`src/rtl/mem_req_unit_pkg.sv`:
```
// Shared types and default sizes for the core-to-memory request unit.
package mem_req_unit_pkg;

  localparam int ADDR_W_DEF      = 32;
  localparam int DATA_W_DEF      = 32;
  localparam int TIMEOUT_CYC_DEF = 16;

  typedef enum logic [1:0] {
    IDLE = 2'd0,
    REQ  = 2'd1,
    DONE = 2'd2
  } state_t;

endpackage

```
`src/rtl/mem_req_unit_tmo_cnt.sv`:
```
// Wait-cycle counter for the request timeout; tc flags the last allowed wait cycle.
module mem_tmo_cnt #(
  parameter int LIMIT = 16
) (
  input  logic clk,
  input  logic reset,
  input  logic clr,
  input  logic en,
  output logic tc
);

  logic [7:0] cnt;

  always_ff @(posedge clk or posedge reset) begin
    if (reset) begin
      cnt <= '0;
    end else if (clr) begin
      cnt <= '0;
    end else if (en) begin
      cnt <= cnt + 8'd1;
    end
  end

  // cnt holds the waits already completed, so this cycle's wait is the LIMIT-th.
  assign tc = (cnt == 8'(LIMIT - 1));

endmodule

```
`src/rtl/mem_req_unit.sv`:
```
// Single-outstanding core-to-memory request unit (IDLE -> REQ -> DONE).
// Optional timeout enabled by defining MEM_REQ_TIMEOUT_EN.
module mem_req_unit
  import mem_req_unit_pkg::*;
#(
  parameter int ADDR_W      = ADDR_W_DEF,
  parameter int DATA_W      = DATA_W_DEF,
  parameter int TIMEOUT_CYC = TIMEOUT_CYC_DEF
) (
  input  logic              clk,
  input  logic              reset,
  input  logic              core_req,
  input  logic              core_we,
  input  logic [ADDR_W-1:0] core_adr,
  input  logic [DATA_W-1:0] core_wdata,
  output logic [DATA_W-1:0] core_rdata,
  output logic              core_stall,
  output logic              mem_valid,
  output logic              mem_we,
  output logic [ADDR_W-1:0] mem_adr,
  output logic [DATA_W-1:0] mem_wdata,
  input  logic              mem_ready,
  input  logic [DATA_W-1:0] mem_rdata,
  output logic              err,
  output state_t            dbg_state
);

  // Handshake: a request is presented while mem_valid is high and completes in
  // the first cycle mem_ready is also high; mem_we/mem_adr/mem_wdata do not move
  // until then. mem_ready outside that window is ignored.

  if (TIMEOUT_CYC < 2 || TIMEOUT_CYC > 255) begin : g_bad_timeout
    $error("mem_req_unit: TIMEOUT_CYC out of range 2..255");
  end

  state_t state, state_n;
  logic   load_req, load_rdata, tmo, tmo_hit;

  always_ff @(posedge clk or posedge reset) begin
    if (reset) begin
      state <= IDLE;
    end else begin
      state <= state_n;
    end
  end

  always_comb begin
    state_n    = state;
    core_stall = 1'b0;
    mem_valid  = 1'b0;
    load_req   = 1'b0;
    load_rdata = 1'b0;
    tmo        = 1'b0;
    case (state)
      IDLE: begin
        if (core_req) begin
          core_stall = 1'b1;
          load_req   = 1'b1;
          state_n    = REQ;
        end
      end
      REQ: begin
        core_stall = 1'b1;
        mem_valid  = 1'b1;
        // A completion on the last allowed wait cycle wins over the timeout.
        if (mem_ready) begin
          load_rdata = ~mem_we;
          state_n    = DONE;
        end else if (tmo_hit) begin
          tmo     = 1'b1;
          state_n = DONE;
        end
      end
      DONE:    state_n = IDLE;
      default: state_n = IDLE;
    endcase
  end

  always_ff @(posedge clk or posedge reset) begin
    if (reset) begin
      mem_we    <= 1'b0;
      mem_adr   <= '0;
      mem_wdata <= '0;
    end else if (load_req) begin
      mem_we    <= core_we;
      mem_adr   <= core_adr;
      mem_wdata <= core_wdata;
    end
  end

  always_ff @(posedge clk or posedge reset) begin
    if (reset) begin
      core_rdata <= '0;
    end else if (load_rdata) begin
      core_rdata <= mem_rdata;
    end else if (tmo) begin
      core_rdata <= '0;
    end
  end

`ifdef MEM_REQ_TIMEOUT_EN
  mem_tmo_cnt #(
    .LIMIT (TIMEOUT_CYC)
  ) u_tmo_cnt (
    .clk   (clk),
    .reset (reset),
    .clr   (load_req),
    .en    ((state == REQ) && !mem_ready),
    .tc    (tmo_hit)
  );

  always_ff @(posedge clk or posedge reset) begin
    if (reset) begin
      err <= 1'b0;
    end else if (tmo) begin
      err <= 1'b1;
    end
  end
`else
  assign tmo_hit = 1'b0;
  assign err     = 1'b0;
`endif

  assign dbg_state = state;

endmodule

```
`config.mk`:
```
export PLATFORM = sky130hd
export DESIGN_NAME = mem_req_unit
export DESIGN_NICKNAME = d
export VERILOG_FILES = /design/src/rtl/mem_req_unit_pkg.sv /design/src/rtl/mem_req_unit_tmo_cnt.sv /design/src/rtl/mem_req_unit.sv
export SDC_FILE = /design/constraint.sdc
export NUM_CORES = 1
export LEC_CHECK = 0
export ABC_AREA = 1
export BUFFER_PORTS_ARGS = -buffer_cell sky130_fd_sc_hd__buf_2
export CORE_AREA = 5 5 96 98
export DETAILED_ROUTE_END_ITERATION = 16
export DIE_AREA = 0 0 101 103
export PLACE_DENSITY_LB_ADDON = 0.2
export SLEW_MARGIN = 20
export SYNTH_ARGS = -nofsm -noshare
export SYNTH_HDL_FRONTEND = slang
export SYNTH_SLANG_ARGS = --single-unit
export TNS_END_PERCENT = 50
```
`constraint.sdc`:
```
create_clock -name clk -period 5.4 [get_ports clk]
set_clock_uncertainty 0.15 [all_clocks]
set_input_delay 0.27 -clock clk [delete_from_list [all_inputs] [get_ports clk]]
set_output_delay 0.27 -clock clk [all_outputs]
set_load 0.02 [all_outputs]
```
Word-level counts from Yosys, hierarchy flattened
Cells that the tools add are included.
{ "classes": {"eq_ne": 3, "muxes": 10, "bitwise_logic": 1, "n_reduce_logical": 2} }
{ "op_table": {"columns": ["op", "count"], "rows": [
  ["two-way mux 32 bit", 1],
  ["two-way mux 1 bit", 5],
  ["two-way mux 2 bit", 2],
  ["inequality test 2 bit, second input constant", 2],
  ["one-hot mux 2 bit (2 select lines)", 1],
  ["== test 2 x 1 -> 1 bit, second input constant", 1],
  ["logical NOT 2 bit", 1],
  ["one-hot mux 1 bit (2 select lines)", 1],
  ["AND reduction 2 bit", 1],
  ["inverter 1 bit", 1]
]} }
{ "word_totals": {"register_bits": 99, "in_bits": 101, "out_inout_bits": 102} }

Longest topological paths before layout
Gate-level depths: netlist of run 1.
{ "depth": {"depth_word": 4, "depth_mapped": 6, "mapped_depth_nobuf": 5} }

Least setup slack after synthesis of run 1
Ideal clock, no wire load.
{ "synth_path": {"path_type": "reg-to-output", "from": "reg state[0], in the netlist dbg_state[0]", "to": "out core_stall", "t_arrival_ns": 1.162, "setup_slack_ns": 3.818, "stages_incl_launch_ff": 6, "cell_sequence": "dfrtp_1 nor2_2 nand2_1 buf_4 buf_6 nand2_1"} }
{ "synth_between": {"elab_chain_cells": 2, "elab_cells_between_ends": 3} }
{ "synth_lines": {"columns": ["item", "line_no", "rtl"], "rows": [
  ["from (decl)", "mem_req_unit.sv:36", "state_t state, state_n;"],
  ["from (signal assigned)", "mem_req_unit.sv:43", "state <= state_n;"],
  ["== test 2 x 1 -> 1 bit or logical NOT 2 bit (tied branches)", "mem_req_unit.sv:54", "case (state)"],
  ["one-hot mux 1 bit (2 select lines) (*)", "mem_req_unit.sv:54", null],
  ["to (decl)", "mem_req_unit.sv:17", "output logic core_stall,"]
]} }
Mark *: on every way between the ends. The rest lies on a longest branch, timed or not.

Worst setup path in the final report of run 1
{ "layout_path": {"from": "reg state[1], in the netlist dbg_state[1]", "to": "out core_stall"} }
Same word-level chain as after synthesis.

==> metrics.yaml, run 1 <==
synth_top_area_cell: "dfrtp_1"
port_buffers: 201
rrSetupSlack_ns: 2.88
worstMarginPinSlew_ns: 1.03
drc: 0
hpwl_mm: 7.65
synth_top_area_share_pct: 62.8
synthCells: 436
drt_first_pass_iters: 5
cp-end-kind: "output pin"
synth_ff_type: "dfrtp_1"
syn-cell-area_sq_mm: 0.00395
grt_pass1_vias: 3953
clock_path_buffers: 2
synthTopCellsByArea: "dfrtp_1 63%, nand2_1 19%, nand3_1 12%"
max-slew-margin-rel_pct: 30.9
synth_most_common_cell: "nand2_1"
cts_sinks: 99
ir_worst_vdd_uv: 258
rr_worst_depth: 6
setup_ws_ns: 2.64
grt_max_degree: 74
cp.arrival_ns: 2.34
r2r_start: "dbg_state[1]$_DFFE_PP0P_"
routed_via_density: 4.89
grt.overflow.total: 0
slowest_stage: "buf_4"
power_w: 0.00306
min_path_cells: 3
io_pins: 203
r2r-end: "mem_wdata[17]$_DFFE_PP0P_"
finalCriticalPeriod_ns: 2.76
die-area_sq_mm: 0.0104
place_congestion: 0.865
synthTopCellsByCount: "199 x nand2_1, 99 x dfrtp_1, 97 x nand3_1, 19 x buf_2, 8 x buf_4"
critical_path.startpoint: "dbg_state[1]$_DFFE_PP0P_"
pre_cts_slack_ns: 2.92
cts_root_buf: "clkbuf_8"
cap_violations: 0
total_leakage_power_nw: 3.39
synth_cell_types: 13
required_ns: 4.98
final_hold_viol_count: 0
dieHeight_um: 103
hold_start: "core_adr[31]"
drtIter0Drc: 211
rsz0062_at_grt: "false"
detail_route.wl_per_cell_um: 14.7
cts_tree: "built"
criticalPathCategory: "flip-flop to output pin"
vias: 3982
setup_tns_ns: 0
synth_edf_count: 0
cts_buffers: 9
crit_fanout: 66
clkLatencyLatePin_ns: 0.35
powerDensity_mw_per_mm2: 514
wl_mm: 12.0
min_to: "mem_adr[31]$_DFFE_PP0P_"
critPathMaxStageDelay_ns: 0.53
gr-usage-all-layers_pct: 23.3
fmax_mhz: 363
die_x_um: 101
slew_viol_final: 0
grt_pass1_wl_mm: 19.2
hp-class: "input pin to flip-flop"
fin_crit_sh_pct: 51.0
rows: 34
critPathLaunchType: "flip-flop"
synth_warnings: 0
ys_seq_area_share_pct: 62.8
antenna_found_initial: 0
status: "finished clean"
syn_nets: 537
setup_viol: 0
cts_resized: 0
final_nets: 802
core-area_sq_mm: 0.00838
syn_to_final_growth_pct: 50.7
num-fill-cells: 657
postRouteAntennaNets: 0
htree_levels: 3
syn_area_per_cell_sq_um: 9.05
clk_pin_slew_worst_paths_ns: 0.10
ys_ff_latch: 99
drive_gt1_share_pct: 32.0
start_util_pct: 47.1
worstPathCellList: "nor2_4, buf_4, nand2_2, nand2_1, buf_2"
async_reset_ff_share_pct: 100
[per-stage QoR]
step                      utilization [%]  instances  hold WS [ns]  area, sq um
after floorplan                         -        436         0.226         3950
after global placement               58.9        718         0.112         4930
after detailed placement             58.9        718         0.111         4940
after CTS                            70.8        813     0.0000568         5930
after global routing                 70.9        814      0.000784         5940
final                                70.9        815       0.00194         5950
[area by class of cell]
cell class	count	area, sq um	share of cell area [%]
Antenna cell	1	2.50	0.0421
Clock buffer	10	138	2.31
Clock inverter	6	65.1	1.09
Inverter	5	21.3	0.358
Multi-Input combinational cell	301	1270	21.4
Sequential cell	99	2480	41.7
Tap cell	108	135	2.27
Timing Repair Buffer	285	1840	30.9
[worst max-delay path by stage]
stage | end | slack [ns] | cells past startpoint
floorplan | core_rdata[0]$_DFFE_PP0P_ | 2.39 | 1
global placement | core_rdata[7]$_DFFE_PP0P_ | 2.52 | 4
detailed placement | core_rdata[16]$_DFFE_PP0P_ | 2.92 | 4
CTS | core_stall | 2.66 | 5
global route | core_stall | 2.45 | 5
finish | core_stall | 2.64 | 5
[timing repair]
action / 4_1_cts / 5_1_grt
hold endpoints to repair: 105 / 1
buffers inserted: 0 / 0
hold buffers: 79 / 1
[cells by family (layout without fill, tap and decap cells)]
group                  Yosys count  count (layout)  share of synthesized area, %
buffers and inverters           36             306                          5.36
flip-flops                      99              99                          62.8
AO/OA/AOI/OAI                    1               1                         0.127
AND/OR/NAND/NOR                299             299                          31.6
other                            1               2                        0.0950
[cells in the final DEF (no fill, tap or decap)]
master / count
o21ai_0: 1
nand3_1: 97
clkbuf_8: 10
nand2_2: 1
inv_2: 1
clkinv_4: 2
clkinvlp_4: 1
nand2_1: 198
diode_2: 1
dfrtp_1: 99
inv_1: 3
buf_2: 201
nor2_4: 2
nor2_1: 1
conb_1: 1
clkinv_2: 2
dlygate4sd3_1: 80
bufinv_16: 1
inv_4: 1
buf_4: 4
[flip-flops by register name, summed over array words and instances (netlist names)]
signal and count:
mem_we 1, mem_wdata 32, mem_adr 32, dbg_state 2
core_rdata 32
[layer usage]
metal | vias to the layer above | global-route usage, % | part of all wire (%)
met1 | 1878 | 29.7 | 38
li1 | 1912 | - | -
met4 | 0 | 7.06 | 1.8
met2 | 172 | 39.5 | 51
met3 | 20 | 5.82 | 9.3
met5 | - | 0 | 0
[critical path: cells and delay by family (launching register included)]
| family | cells | cell delay [ns] |
|---|---|---|
| buf+inv | 2 | 0.72 |
| flops | 1 | 0.46 |
| simple gates | 3 | 0.75 |
[power breakdown]
| part | internal, W | switching [W] |
|---|---|---|
| registers | 0.00105 | 0.000183 |
| logic | 0.000433 | 0.000906 |
| clock network | 0.000227 | 0.000253 |
| total | 0.00171 | 0.00134 |
(Power assumes the default switching activity.)
==> run 2, diff against run 1 <==
- CORE_AREA: 5 5 96 98 -> 5 5 100 102
- DIE_AREA: 0 0 101 103 -> 0 0 105 107
- clock period: 5.4 -> 2.6 ns (I/O delays scaled with it)
==> metrics.yaml, run 2 (same netlist as run 1, synthesis figures left out) <==
status: "finished clean"  # unchanged
dieHeight_um: 107  # was 103 um
io_pins: 203  # unchanged
wl_met2_mm: 5.80  # was 6.07 mm
critical_path.startpoint: "dbg_state[0]$_DFFE_PP0P_"  # was dbg_state[1]$_DFFE_PP0P_
powerDensity_mw_per_mm2: 1050  # was 514 mW/mm^2
wirelength_met1_mm: 5.02  # was 4.60 mm
grt_pass1_wl_mm: 20.1  # was 19.2 mm
cts_resized: 0  # unchanged
worst-path-stages: 4  # was 5
cp.arrival_ns: 1.67  # was 2.34 ns
top_layer: "met4"  # unchanged
drtIter0Drc: 163  # was 211
pre_cts_slack_ns: 0.877  # was 2.92 ns
criticalPathCategory: "flip-flop to output pin"  # unchanged
place_congestion: 0.777  # was 0.865
placed_cell_area_sq_mm: 0.00499  # was 0.00494 sq mm
vias: 4004  # was 3982
drive_gt1_share_pct: 31.3  # was 32.0%
rsz0062_at_grt: "false"  # unchanged
ir_worst_vdd_uv: 535  # was 258 uV
hp-class: "flip-flop to flip-flop"  # was input pin to flip-flop
finalCriticalPeriod_ns: 1.95
core-area_sq_mm: 0.00902  # was 0.00838 sq mm
detail_route.wl_per_cell_um: 14.5  # was 14.7 um
fmax_mhz: 512
hold_ws_ns: 0.323  # was 0.00194 ns
crit_fanout: 34  # was 66
die-area_sq_mm: 0.0112  # was 0.0104 sq mm
gr-usage-all-layers_pct: 21.6  # was 23.3%
die_x_um: 105  # was 101 um
power_w: 0.00648  # was 0.00306 W
drc: 0  # unchanged
final_hold_viol_count: 0  # unchanged
grt_max_degree: 100  # was 74
drt_first_pass_iters: 4  # was 5
cts_sinks: 99  # unchanged
max-slew-margin-rel_pct: 54.4  # was 30.9%
rrSetupSlack_ns: 0.86  # was 2.88 ns
final_cell_mix: "201 x buf_2, 198 x nand2_1, 99 x dfrtp_1, 99 x dlygate4sd3_1, 97 x nand3_1"  # was 201 x buf_2, 198 x nand2_1, 99 x dfrtp_1
slew_viol_final: 0  # unchanged
grt_pass1_vias: 4081  # was 3953
critPathLaunchType: "flip-flop"  # unchanged
wl_met3_mm: 1.04  # was 1.11 mm
hold_buffers: 99  # was 79
postRouteAntennaNets: 0  # unchanged
setup_ws_ns: 0.646  # was 2.64 ns
diodes: 0  # was 1
antenna_found_initial: 0  # unchanged
setup_tns_ns: 0  # unchanged
final_common_cell: "buf_2"  # unchanged
final_nets: 824  # was 802
required_ns: 2.32  # was 4.98 ns
postCtsSetupBuffers: 0  # unchanged
routed_via_density: 4.77  # was 4.89
slowest_stage: "dfrtp_1"  # was buf_4
hpwl_mm: 7.50  # was 7.65 mm
fin_area_sq_mm: 0.00620  # was 0.00595 sq mm
rr_worst_depth: 5  # was 6
r2r-end: "core_rdata[4]$_DFFE_PP0P_"  # was mem_wdata[17]$_DFFE_PP0P_
setup_viol: 0  # unchanged
syn_to_final_growth_pct: 57.2  # was 50.7%
clkLatencyLatePin_ns: 0.33  # was 0.35 ns
worstMarginPinSlew_ns: 0.684  # was 1.03 ns
critPathMaxStageDelay_ns: 0.44  # was 0.53 ns
worstPathCellList: "nor2_4, nand2_2, nand2_1, buf_2"  # was nor2_4, buf_4, nand2_2, nand2_1, buf_2
top_regs: "core_rdata (32), mem_adr (32), mem_wdata (32)"  # unchanged
clock_path_buffers: 2  # unchanged
wl_mm: 12.2  # was 12.0 mm
cts_tree: "built"  # unchanged
worst-path-buf-inv: 1  # was 2
r2r_start: "dbg_state[1]$_DFFE_PP0P_"  # unchanged
total_leakage_power_nw: 3.50  # was 3.39 nW
start_util_pct: 43.7  # was 47.1%
fin_crit_sh_pct: 75.2
port_buffers: 201  # unchanged
grt.overflow.total: 0  # unchanged
cts_root_buf: "clkbuf_8"  # unchanged
cp_top_family: "simple AND/OR/NAND/NOR gates"  # unchanged
rows: 35  # was 34
crit_end: "core_stall"  # unchanged
cp-end-kind: "output pin"  # unchanged
clk_pin_slew_worst_paths_ns: 0.09  # was 0.10 ns
htree_levels: 3  # unchanged
cap_violations: 0  # unchanged
cts_buffers: 9  # unchanged
-- run 2: area by class of cell --
class | instances | area, sq um
Clock buffer | 11 | 141
Clock inverter | 5 | 85.1
Fill cell | 708 | 2820
Inverter | 5 | 22.5
Multi-Input combinational cell | 301 | 1260
Sequential cell | 99 | 2480
Tap cell | 111 | 139
Timing Repair Buffer | 307 | 2070
-- run 2: report_power, final --
| group | internal [W] | switching (W) | total (W) |
|---|---|---|---|
| clock network | 0.000575 | 0.000516 | 0.00109 |
| logic | 0.000941 | 0.00190 | 0.00284 |
| registers | 0.00219 | 0.000364 | 0.00255 |
-- run 2: tightest hold or removal path: stages (launching register included) --
cell and delay (ns):
dfrtp_1 0.34, nand2_1 0.05, nand2_1 0.05
-- run 2: how the worst min path moves through the flow --
stage | startpoint | end | slack (ns) | cells past startpoint
6_report | core_rdata[19]$_DFFE_PP0P_ | core_rdata[19]$_DFFE_PP0P_ | 0.32 | 2
5_1_grt | core_rdata[18]$_DFFE_PP0P_ | core_rdata[18]$_DFFE_PP0P_ | 0.34 | 2
4_1_cts | core_rdata[19]$_DFFE_PP0P_ | core_rdata[19]$_DFFE_PP0P_ | 0.33 | 2
3_5_place_dp | reset | core_rdata[18]$_DFFE_PP0P_ | 0.18 | 3
3_3_place_gp | reset | core_rdata[18]$_DFFE_PP0P_ | 0.18 | 3
2_1_floorplan | mem_ready | dbg_state[1]$_DFFE_PP0P_ | 0.09 | 2
-- run 2: through the flow --
stage | cells | utilization (%)
floorplan | 436 | -
global placement | 724 | 55.3
detailed placement | 724 | 55.3
CTS | 839 | 68.8
global route | 839 | 68.8
finish | 839 | 68.8
-- run 2: routing by layer --
layer  track usage, %  vias up
met5                0        -
met4             8.40        0
met3             5.78       30
met2             34.2      187
met1             28.4     1835
li1                 -     1952
